===== src/rtl/store_lane_pkg.sv =====
// Shared types for the sub-word store path: access sizes, controller states
// and the alignment rule applied when a store is accepted.
package store_lane_pkg;

  typedef enum logic [1:0] {
    SZ_WORD = 2'd0,
    SZ_HALF = 2'd1,
    SZ_BYTE = 2'd2,
    SZ_RSVD = 2'd3
  } size_e;

  typedef enum logic [2:0] {
    ST_IDLE  = 3'd0,
    ST_READ  = 3'd1,
    ST_WAIT  = 3'd2,
    ST_WRITE = 3'd3,
    ST_DONE  = 3'd4,
    ST_ERR   = 3'd5
  } state_e;

  // Wide enough to count down any memory latency from 1 to 7.
  localparam int WAIT_CW = 3;

  function automatic logic is_misaligned(input logic [1:0] lane, input size_e size);
    logic bad;
    case (size)
      SZ_WORD: bad = (lane != 2'b00);
      SZ_HALF: bad = lane[0];
      SZ_BYTE: bad = 1'b0;
      default: bad = 1'b1;
    endcase
    return bad;
  endfunction

endpackage


===== src/rtl/lane_merge.sv =====
// Places right-justified store data into its little-endian lanes of the old word.
// Purely combinational; no flow control.
module lane_merge
  import store_lane_pkg::*;
(
  input  logic [31:0] old_word,
  input  logic [31:0] st_data,
  input  logic [1:0]  lane,
  input  size_e       size,
  output logic [31:0] merged
);

  always_comb begin
    merged = old_word;
    case (size)
      SZ_WORD: merged = st_data;
      SZ_HALF: begin
        if (lane[1]) merged[31:16] = st_data[15:0];
        else         merged[15:0]  = st_data[15:0];
      end
      SZ_BYTE: merged[{lane, 3'b000} +: 8] = st_data[7:0];
      default: merged = old_word;
    endcase
  end

endmodule


===== src/rtl/store_lane_writer.sv =====
// Store unit: word stores write directly (done 2 cycles after accept), sub-word stores
// read-modify-write (done 3+MEM_LATENCY after accept); req_ready only in IDLE, nothing queued.
module store_lane_writer
  import store_lane_pkg::*;
#(
  parameter int MEM_LATENCY = 1
) (
  input  logic        clk,
  input  logic        reset_n,
  input  logic        req_valid,
  output logic        req_ready,
  input  logic [31:0] req_addr,
  input  logic [31:0] req_data,
  input  logic [1:0]  req_size,
  output logic        done,
  output logic        misaligned,
  output logic [31:0] mem_addr,
  output logic        mem_wr,
  output logic [31:0] mem_wdata,
  input  logic [31:0] mem_rdata
);

  state_e               state, state_n;
  logic [WAIT_CW-1:0]   wait_cnt, wait_cnt_n;
  logic [31:0]          data_q;
  logic [1:0]           lane_q;
  size_e                size_q;
  size_e                req_sz;
  logic                 accept;
  logic [31:0]          merged;

  assign req_sz = size_e'(req_size);
  assign accept = req_valid && (state == ST_IDLE);

  lane_merge u_merge (
    .old_word (mem_rdata),
    .st_data  (data_q),
    .lane     (lane_q),
    .size     (size_q),
    .merged   (merged)
  );

  always_comb begin
    state_n    = state;
    wait_cnt_n = wait_cnt;
    case (state)
      ST_IDLE: begin
        if (accept) begin
          if (is_misaligned(req_addr[1:0], req_sz)) state_n = ST_ERR;
          else if (req_sz == SZ_WORD)               state_n = ST_WRITE;
          else                                      state_n = ST_READ;
        end
      end
      ST_READ: begin
        state_n    = ST_WAIT;
        wait_cnt_n = WAIT_CW'(MEM_LATENCY - 1);
      end
      ST_WAIT: begin
        if (wait_cnt == '0) state_n = ST_WRITE;
        else                wait_cnt_n = wait_cnt - 1'b1;
      end
      ST_WRITE: state_n = ST_DONE;
      ST_DONE:  state_n = ST_IDLE;
      ST_ERR:   state_n = ST_IDLE;
      default:  state_n = ST_IDLE;
    endcase
  end

  // Outputs are registered from the next state so each one is valid in the cycle its state occupies.
  always_ff @(posedge clk or negedge reset_n) begin
    if (!reset_n) begin
      state      <= ST_IDLE;
      wait_cnt   <= '0;
      data_q     <= '0;
      lane_q     <= '0;
      size_q     <= SZ_WORD;
      req_ready  <= 1'b1;
      done       <= 1'b0;
      misaligned <= 1'b0;
      mem_wr     <= 1'b0;
      mem_addr   <= '0;
      mem_wdata  <= '0;
    end else begin
      state      <= state_n;
      wait_cnt   <= wait_cnt_n;
      req_ready  <= (state_n == ST_IDLE);
      done       <= (state_n == ST_DONE);
      misaligned <= (state_n == ST_ERR);
      mem_wr     <= (state_n == ST_WRITE);
      if (accept) begin
        data_q <= req_data;
        lane_q <= req_addr[1:0];
        size_q <= req_sz;
      end
      if (accept && state_n != ST_ERR) mem_addr <= {req_addr[31:2], 2'b00};
      if (accept && state_n == ST_WRITE) mem_wdata <= req_data;
      else if (state == ST_WAIT && state_n == ST_WRITE) mem_wdata <= merged;
    end
  end

endmodule


===== config.mk =====
export PLATFORM = sky130hd
export DESIGN_NAME = store_lane_writer
export DESIGN_NICKNAME = d
export VERILOG_FILES = /design/src/rtl/store_lane_pkg.sv /design/src/rtl/lane_merge.sv /design/src/rtl/store_lane_writer.sv
export SDC_FILE = /design/constraint.sdc
export NUM_CORES = 1
export LEC_CHECK = 0
export BUFFER_PORTS_ARGS = -buffer_cell sky130_fd_sc_hd__buf_2
export CAP_MARGIN = 5
export CORE_ASPECT_RATIO = 1.25
export CORE_MARGIN = 1
export CORE_UTILIZATION = 40
export DETAILED_ROUTE_END_ITERATION = 8
export GPL_TIMING_DRIVEN = 0
export PLACE_DENSITY = 0.62
export SETUP_SLACK_MARGIN = 0.02
export SYNTH_ARGS = -nofsm -noshare
export SYNTH_HDL_FRONTEND = slang
export SYNTH_HIERARCHICAL = 1
export SYNTH_SLANG_ARGS = --single-unit

===== constraint.sdc =====
create_clock -name clk -period 3.8 [get_ports clk]
set_clock_uncertainty 0.15 [all_clocks]
set_input_delay 0.38 -clock clk [delete_from_list [all_inputs] [get_ports clk]]
set_output_delay 0.38 -clock clk [all_outputs]
set_load 0.1 [all_outputs]

# == Word level (Yosys, flattened, before mapping) ==
# Index checks and enable logic that the tools add are counted.
# Widths: inputs -> output; s select.
# totals
inputBits,101
out_inout_bits,68
wordCells,56
register_bits,108
# classes
n_eq_ne,12
n_reduce_logical,13
addsub,2
n_mux,16
n_shift,2
# op_table
cell,count
$pmux 32 s3,1
$mux 32,2
$bwmux 32,1
$mux 16,2
$shift 8x7->32 const A,1
$shiftx 8x7->32,1
$mux 3,4
$pmux 3 s4,1
$eq 3x2->1 const B,3
$logic_not 3->1,3
$neg 5->7,1
$eq 3x3->1 const B,2
$pmux 3 s2,1
$reduce_bool 2->1,3
$eq 2x1->1 const B,2
$eq 2x2->1 const B,2
$logic_and 1x1->1,4
$logic_not 2->1,2
$eq 3x1->1 const B,1
$ne 3x3->1 const B,1
$pmux 1 s3,1
$sub 3x1->3 const B,1
$mux 1,2
$mux 2,1
2 further kinds,2

# == Longest topological paths before layout ==
# Gate-level depths: netlist of the first run.
# logic_depth
word_depth,11
mapped_depth,9
mapped_depth_nobuf,8

# == Modules after synthesis ==
# The synthesis of the first run kept the hierarchy.
# by_module_without_submodules
module,cells_each,n_inst,seq_area_each_um2,area_per_inst_um2
store_lane_writer,304,1,2703.8,4441.8
lane_merge,141,1,0.0,1029.7

# == Worst setup path after synthesis of the first run ==
# No wires, ideal clock.
# synth_path
kind,register to register
start,register lane_q[1]
end,register mem_wdata[27]
n_path_buf,1
arrival_time_ns,2.112
path_stages_with_launch,10
setup_time_ns,0.120
synth_period_minus_slack_ns,2.381
t_required_ns,3.530
path_slack_ns,1.419
cell_sequence,dfrtp_1 > buf_2 > inv_1 > ha_1 > nor4bb_4 > and2_4 > a22o_1 > a221o_1 > a22o_1 > a21o_1
# synth_via
elab_chain_len,6
word_cells_on_any_way,8
cone_classes,1 x add/sub; 2 x shift; 5 x mux
# synth_lines
element,line_no,source
start: declaration,store_lane_writer.sv:26,logic [1:0] lane_q;
start signal: assignment,store_lane_writer.sv:92,lane_q <= req_addr[1:0];
$neg 5->7,lane_merge.sv:21,"SZ_BYTE: merged[{lane, 3'b000} +: 8] = st_data[7:0];"
$shiftx 8x7->32 or $shift 8x7->32 (tied branches),lane_merge.sv:21,
$bwmux 32,lane_merge.sv:21,
$pmux 32 s3 *,lane_merge.sv:15,case (size)
named net merged[27],store_lane_writer.sv:30,logic [31:0] merged;
$mux 32 *,store_lane_writer.sv:97,else if (state == ST_WAIT && state_n == ST_WRITE) mem_wdata <= merged;
$mux 32 *,store_lane_writer.sv:96,if (accept && state_n == ST_WRITE) mem_wdata <= req_data;
end signal: assignment,store_lane_writer.sv:96,
end signal: assignment,store_lane_writer.sv:97,
end: declaration,store_lane_writer.sv:19,"output logic [31:0] mem_wdata,"
# The timed path passes the listed nets; every way through them passes the cells marked *. The select of a mux whose other input is x is not followed.
# A chain may end at the register's enable or synchronous reset.

# == Worst setup path in the final report of the first run ==
# Ends and elaborated chain as after synthesis.

==> metrics.txt, run 1 <==
synth cell count leaders dfrtp_1, mux2_2, a22o_1; cells after synthesis approximately 450; CTS H-tree lvls 3; DR WL/cell 18.6 um; drt pass-1 iters 4; DIE HEIGHT around 130 um; row cnt 47; PostCTS Resize Cnt 0; crit path time final ~2.6 ns; hpwl dp 11.2 mm; Worst-Margin Slew slightly above 0.8 ns; nets roughly 730; failing checks negative hold slack; Post-Route WL between 10 and 15 mm; CP max FO 10; Die W ~110 um; Clk Latency, worst-skew pair approximately 0.34 ns; Synth cell types 55; crit share post-route between 60% and 70%; post-CTS setup buffers 0; fraction of layout cells with a size suffix above 1 46.6%; root buffer cell clkbuf_16; total track usage a little over a fifth; I/O pin count approximately 170; Max-slew headroom between 40 and 50%; RSZ-0062 raised after global routing no; Initial Util roughly two fifths; Seq/Total Area, Yosys between 40 and 50%; startpoint types flip-flop; clock buffer depth 2; syn_area_per_cell 12.3 um2; Fin Hold WS -0.0203 ns; die area 14,200 um2; Max Fclk around 390 MHz; Starting DRT DRC Count 174; area share of the largest cell type after synthesis between 40% and 50%; Antenna Violating Nets Remaining 0; CP Capture Type flip-flop; most used cell, CP a22o_1; P&R area growth vs syn 24.9%; count of final hold-check violations 56; Synth area leaders dfrtp_1, mux2_2, a22o_1; Via Count ~4.3k; Crit path required time around 3.9 ns; Clock Pin Slew Worst Setup and Hold Paths 0.07 ns; vias in the first global route 4,458; hold buffer count at CTS 0; TNS Setup 0 ns; CTS Buf Count 9; Critical Path Max Stage Delay 0.42 ns; CTS tree built; Top delay family on crit path compound AO/OA/AOI/OAI gates; max-slew violation count 0; crit path buf inv count 2; drt drc 0; core box area between 10,000 and 15,000 um2; Syn Std Cell Area 5470 um2; total global routing overflow 0; Clock Sinks 108; status finished, violations left; Synth Warn # 6; first-pass GRT wire length 23.2 mm; Critical Path AT 2.67 ns; FF+latch count, synth approximately 110; largest net degree at the start of global routing between 60 and 70; Crit Path Class flip-flop to flip-flop; GPL Wtd Cong between 0.8 and 0.9; leading area contributor after synthesis dfrtp_1; HP Class input pin to async pin; Slowest cell on crit path ha_1; Max-Cap Viols 0; async set-or-reset flop fraction in the synthesized netlist 100%; initial antenna violation count 0; n_diodes 0; worst path cell trace buf_2, inv_1, ha_1, nor4bb_4, and2_4, a22o_1, a221o_1, a22o_1, a21o_1; Post-synth EDFFs 0; top-count cell post-synth dfrtp_1; top_reg_cell synth dfrtp_1; IO Port Bufs 166; post-detailed-route via-to-cell ratio approximately 5.4; final setup vio count 0
==> sequential cells by signal, indices dropped and copies added, names as in the netlist <==
| signal | flops |
|---|---|
| mem_wr | 1 |
| data_q | 32 |
| lane_q | 2 |
| req_ready | 1 |
| size_q | 2 |
| done | 1 |
| misaligned | 1 |
| mem_addr | 30 |
| mem_wdata | 32 |
| wait_cnt | 3 |
| state | 3 |
==> worst paths after layout <==
path,start,slack (ns),cells after the start,end
worst max-delay path,lane_q[1],1.22,9,mem_wdata[27]
worst min-delay path,reset_n,-0.02,1,mem_addr[12]
worst max register to register,lane_q[1],1.22,9,mem_wdata[27]
worst min register to register,mem_wdata[7],0.32,1,mem_wdata[7]
max in group asynchronous,reset_n,2.76,2,req_ready
min in group clk,req_addr[14],0.12,2,mem_addr[14]
==> routing by layer <==
metal	vias up	track usage [%]	share of wire, %
li1	2034	-	-
met1	2099	26.5	43
met2	168	37.0	49
met3	25	2.66	5.6
met4	0	8.75	2.9
met5	-	0	0
==> logic make-up (layout without fill, tap and decap cells) <==
kind of cell	count (synthesis)	in the layout	synth area share [%]
buffers and inverters	44	227	4.64
multiplexers	74	74	15.2
adder cells (fa/ha/maj)	7	7	1.60
XOR/XNOR	1	1	0.160
flip-flops	108	108	49.4
other	1	2	0.0685
AO/OA/AOI/OAI	145	145	21.3
AND/OR/NAND/NOR	65	65	7.66
==> cell usage in the layout, fill, tap and decap left out, drive strengths merged, types with 2 or more instances in the layout <==
master	count
a21o	32
and2	13
nand2b	5
mux2i	2
nand2	11
nor3	3
or2	2
o211ai	2
a221o	20
a21oi	13
nor4	2
nor2b	4
nor4b	2
mux2	72
clkbuf	21
o21ai	8
buf	190
o22ai	5
conb	2
inv	11
a22o	47
ha	7
nor2	17
o2111ai	2
dfrtp	107
clkinv	5
a32oi	2
a22oi	10
==> per-stage QoR <==
step / std cells / worst slack, ns / utilization (%) / hold WS (ns) / cell area [um2]
after floorplan: 446 / 1.42 / - / -0.0656 / 5480
after global placement: 783 / 0.943 / 49.1 / 0.304 / 6520
after detailed placement: 784 / 1.24 / 49.3 / 0.310 / 6550
after CTS: 800 / 1.22 / 51.4 / 0.00839 / 6830
after global routing: 800 / 1.10 / 51.4 / 0.0514 / 6830
final: 800 / 1.22 / 51.4 / -0.0203 / 6830
==> final cells by class <==
class,count,area [um2]
inverters,12,45.0
clock buffers,12,246
well taps,171,214
clock inverters,4,35.0
multi-input cells,294,2520
plain buffers,32,209
repair buffers,167,861
flip-flops and latches,108,2700
fillers,1224,6460
Power of run 1 is left out: the tool's default activity adds up to more than one toggle a clock period on the data nets, which glitch-free logic cannot reach.
==> run 2: changes to the inputs <==
--- a/config.mk
+++ b/config.mk
@@ -12,7 +12,7 @@
 export CORE_UTILIZATION = 40
 export DETAILED_ROUTE_END_ITERATION = 8
 export GPL_TIMING_DRIVEN = 0
-export PLACE_DENSITY = 0.62
+export PLACE_DENSITY = 0.64
 export SETUP_SLACK_MARGIN = 0.02
 export SYNTH_ARGS = -nofsm -noshare
 export SYNTH_HDL_FRONTEND = slang
==> constraint.sdc (replaced) <==
create_clock -name clk -period 2.2 [get_ports clk]
set_clock_uncertainty 0.15 [all_clocks]
set_input_delay 0.22 -clock clk [delete_from_list [all_inputs] [get_ports clk]]
set_output_delay 0.22 -clock clk [all_outputs]
set_load 0.1 [all_outputs]
==> metrics.txt, run 2 (synthesized netlist as in run 1, its figures left out) <==
biggest regs data_q x32, mem_wdata x32, mem_addr x30; first-pass GRT wire length about 25 mm; Via Count between 4k and 5k; Starting DRT DRC Count 242; CTS Buf Count 9; Crit Path Class flip-flop to flip-flop; crit path buf inv count 2; Initial Util between 40% and 50%; Register-to-Register Path Depth 9; CP max FO 5; status complete, no violations; Post-Route WL between 15 and 20 mm; Crit path required time 2.30 ns; drt pass-1 iters 4; M1 GR Usage approximately 28%; global route hottest layer met2; fraction of layout cells with a size suffix above 1 between 40% and 50%; most frequent cells in the layout buf_2, dfrtp_1, mux2_2; Max-Cap Viols 0; CTS tree built; startpoint types flip-flop; post-detailed-route via-to-cell ratio 5.35; row cnt 47; count of final hold-check violations 0; IO Port Bufs around 170; worst path cell trace buf_6, inv_6, ha_4, nor4bb_4, and2_4, a22o_1, a221o_1, a22o_1, a21o_1; total track usage 22.7%; P&R area growth vs syn 38.9%; CTS H-tree lvls 3; Max Fclk around 460 MHz; GPL Wtd Cong 0.849; Worst-Margin Slew roughly 0.56 ns; # fillers 1,138; vias in the first global route 4,894; die area between 10,000 and 15,000 um2; root buffer cell clkbuf_16; most used cell, CP a22o_1; GR Layer Usage met3 3.79%; Max-slew headroom around 62%; core box area around 13,000 um2; DR WL/cell approximately 18 um; Clock Sinks between 100 and 150; drt drc 0; Antenna Violating Nets Remaining 0; critical path depth in cells 9; Critical Path Max Stage Delay ~0.36 ns; RSZ-0062 raised after global routing yes; hpwl dp about 11 mm; crit share post-route around 98%; Clk Latency, worst-skew pair 0.35 ns; DIE HEIGHT between 100 and 150 um; I/O pin count roughly 170; Critical Path AT roughly 2.3 ns; largest net degree at the start of global routing 69; Top delay family on crit path compound AO/OA/AOI/OAI gates; nets about 800; final setup vio count 0; crit path time final ~2.2 ns; Fin Hold WS approximately 0.0036 ns; clock buffer depth 2; Hold Crit Depth 2; Slowest cell on crit path dfrtp_1; HP Class input pin to flip-flop; Die W about 110 um; initial antenna violation count 0; max-slew violation count 0; most common cell after layout, fill and taps aside buf_2; Clock Pin Slew Worst Setup and Hold Paths roughly 0.080 ns; n_diodes 0; total global routing overflow 0; area of the multi-input gates about 2500 um2; register area 2710 um2; CP Capture Type flip-flop; M2 GR Usage between 30% and 40%
run 2: final timing paths:
kind / from / endpoint / slack, ns
setup / recovery: lane_q[1] / mem_wdata[31] / 0.05
hold / removal: req_addr[1] / lane_q[1] / 0.004
setup reg to reg: lane_q[1] / mem_wdata[31] / 0.05
hold reg to reg: mem_wdata[3] / mem_wdata[3] / 0.32
max in group asynchronous: reset_n / req_ready / 0.88
min in group asynchronous: reset_n / mem_wdata[11] / 0.25
run 2: layer usage:
layer	share of wire, %	up-vias
met5	0	-
met4	2.3	0
met3	4.8	24
met2	51	156
met1	42	2303
li1	-	2182
run 2: layout make-up:
class,instances,share of cell area [%]
sequential,108,35.6
multi-input combinational,294,33.5
timing repair buffer,239,20.5
buffer,32,3.16
clock buffer,9,2.96
tap,171,2.81
clock inverter,7,0.839
inverter,12,0.658
run 2: timing repair:
item,in CTS,in global routing
resized for setup,12,13
setup endpoints to repair,60,60
setup buffers,6,4
hold buffers,63,0
endpoints found under the hold margin,102,0
pin swaps,5,10
run 2: through the flow:
stage	setup slack [ns]	area (um2)	setup TNS (ns)	util (%)	cells
2_1_floorplan	0.0237	5490	0	-	446
3_3_place_gp	-0.484	6540	-54.19	49.2	783
3_5_place_dp	-0.134	6570	-4.90	49.4	784
4_1_cts	0.0281	7560	0	56.9	869
5_1_grt	-0.0433	7600	-0.196	57.2	872
6_report	0.0466	7600	0	57.2	872
Power of run 2 is left out for the same reason.
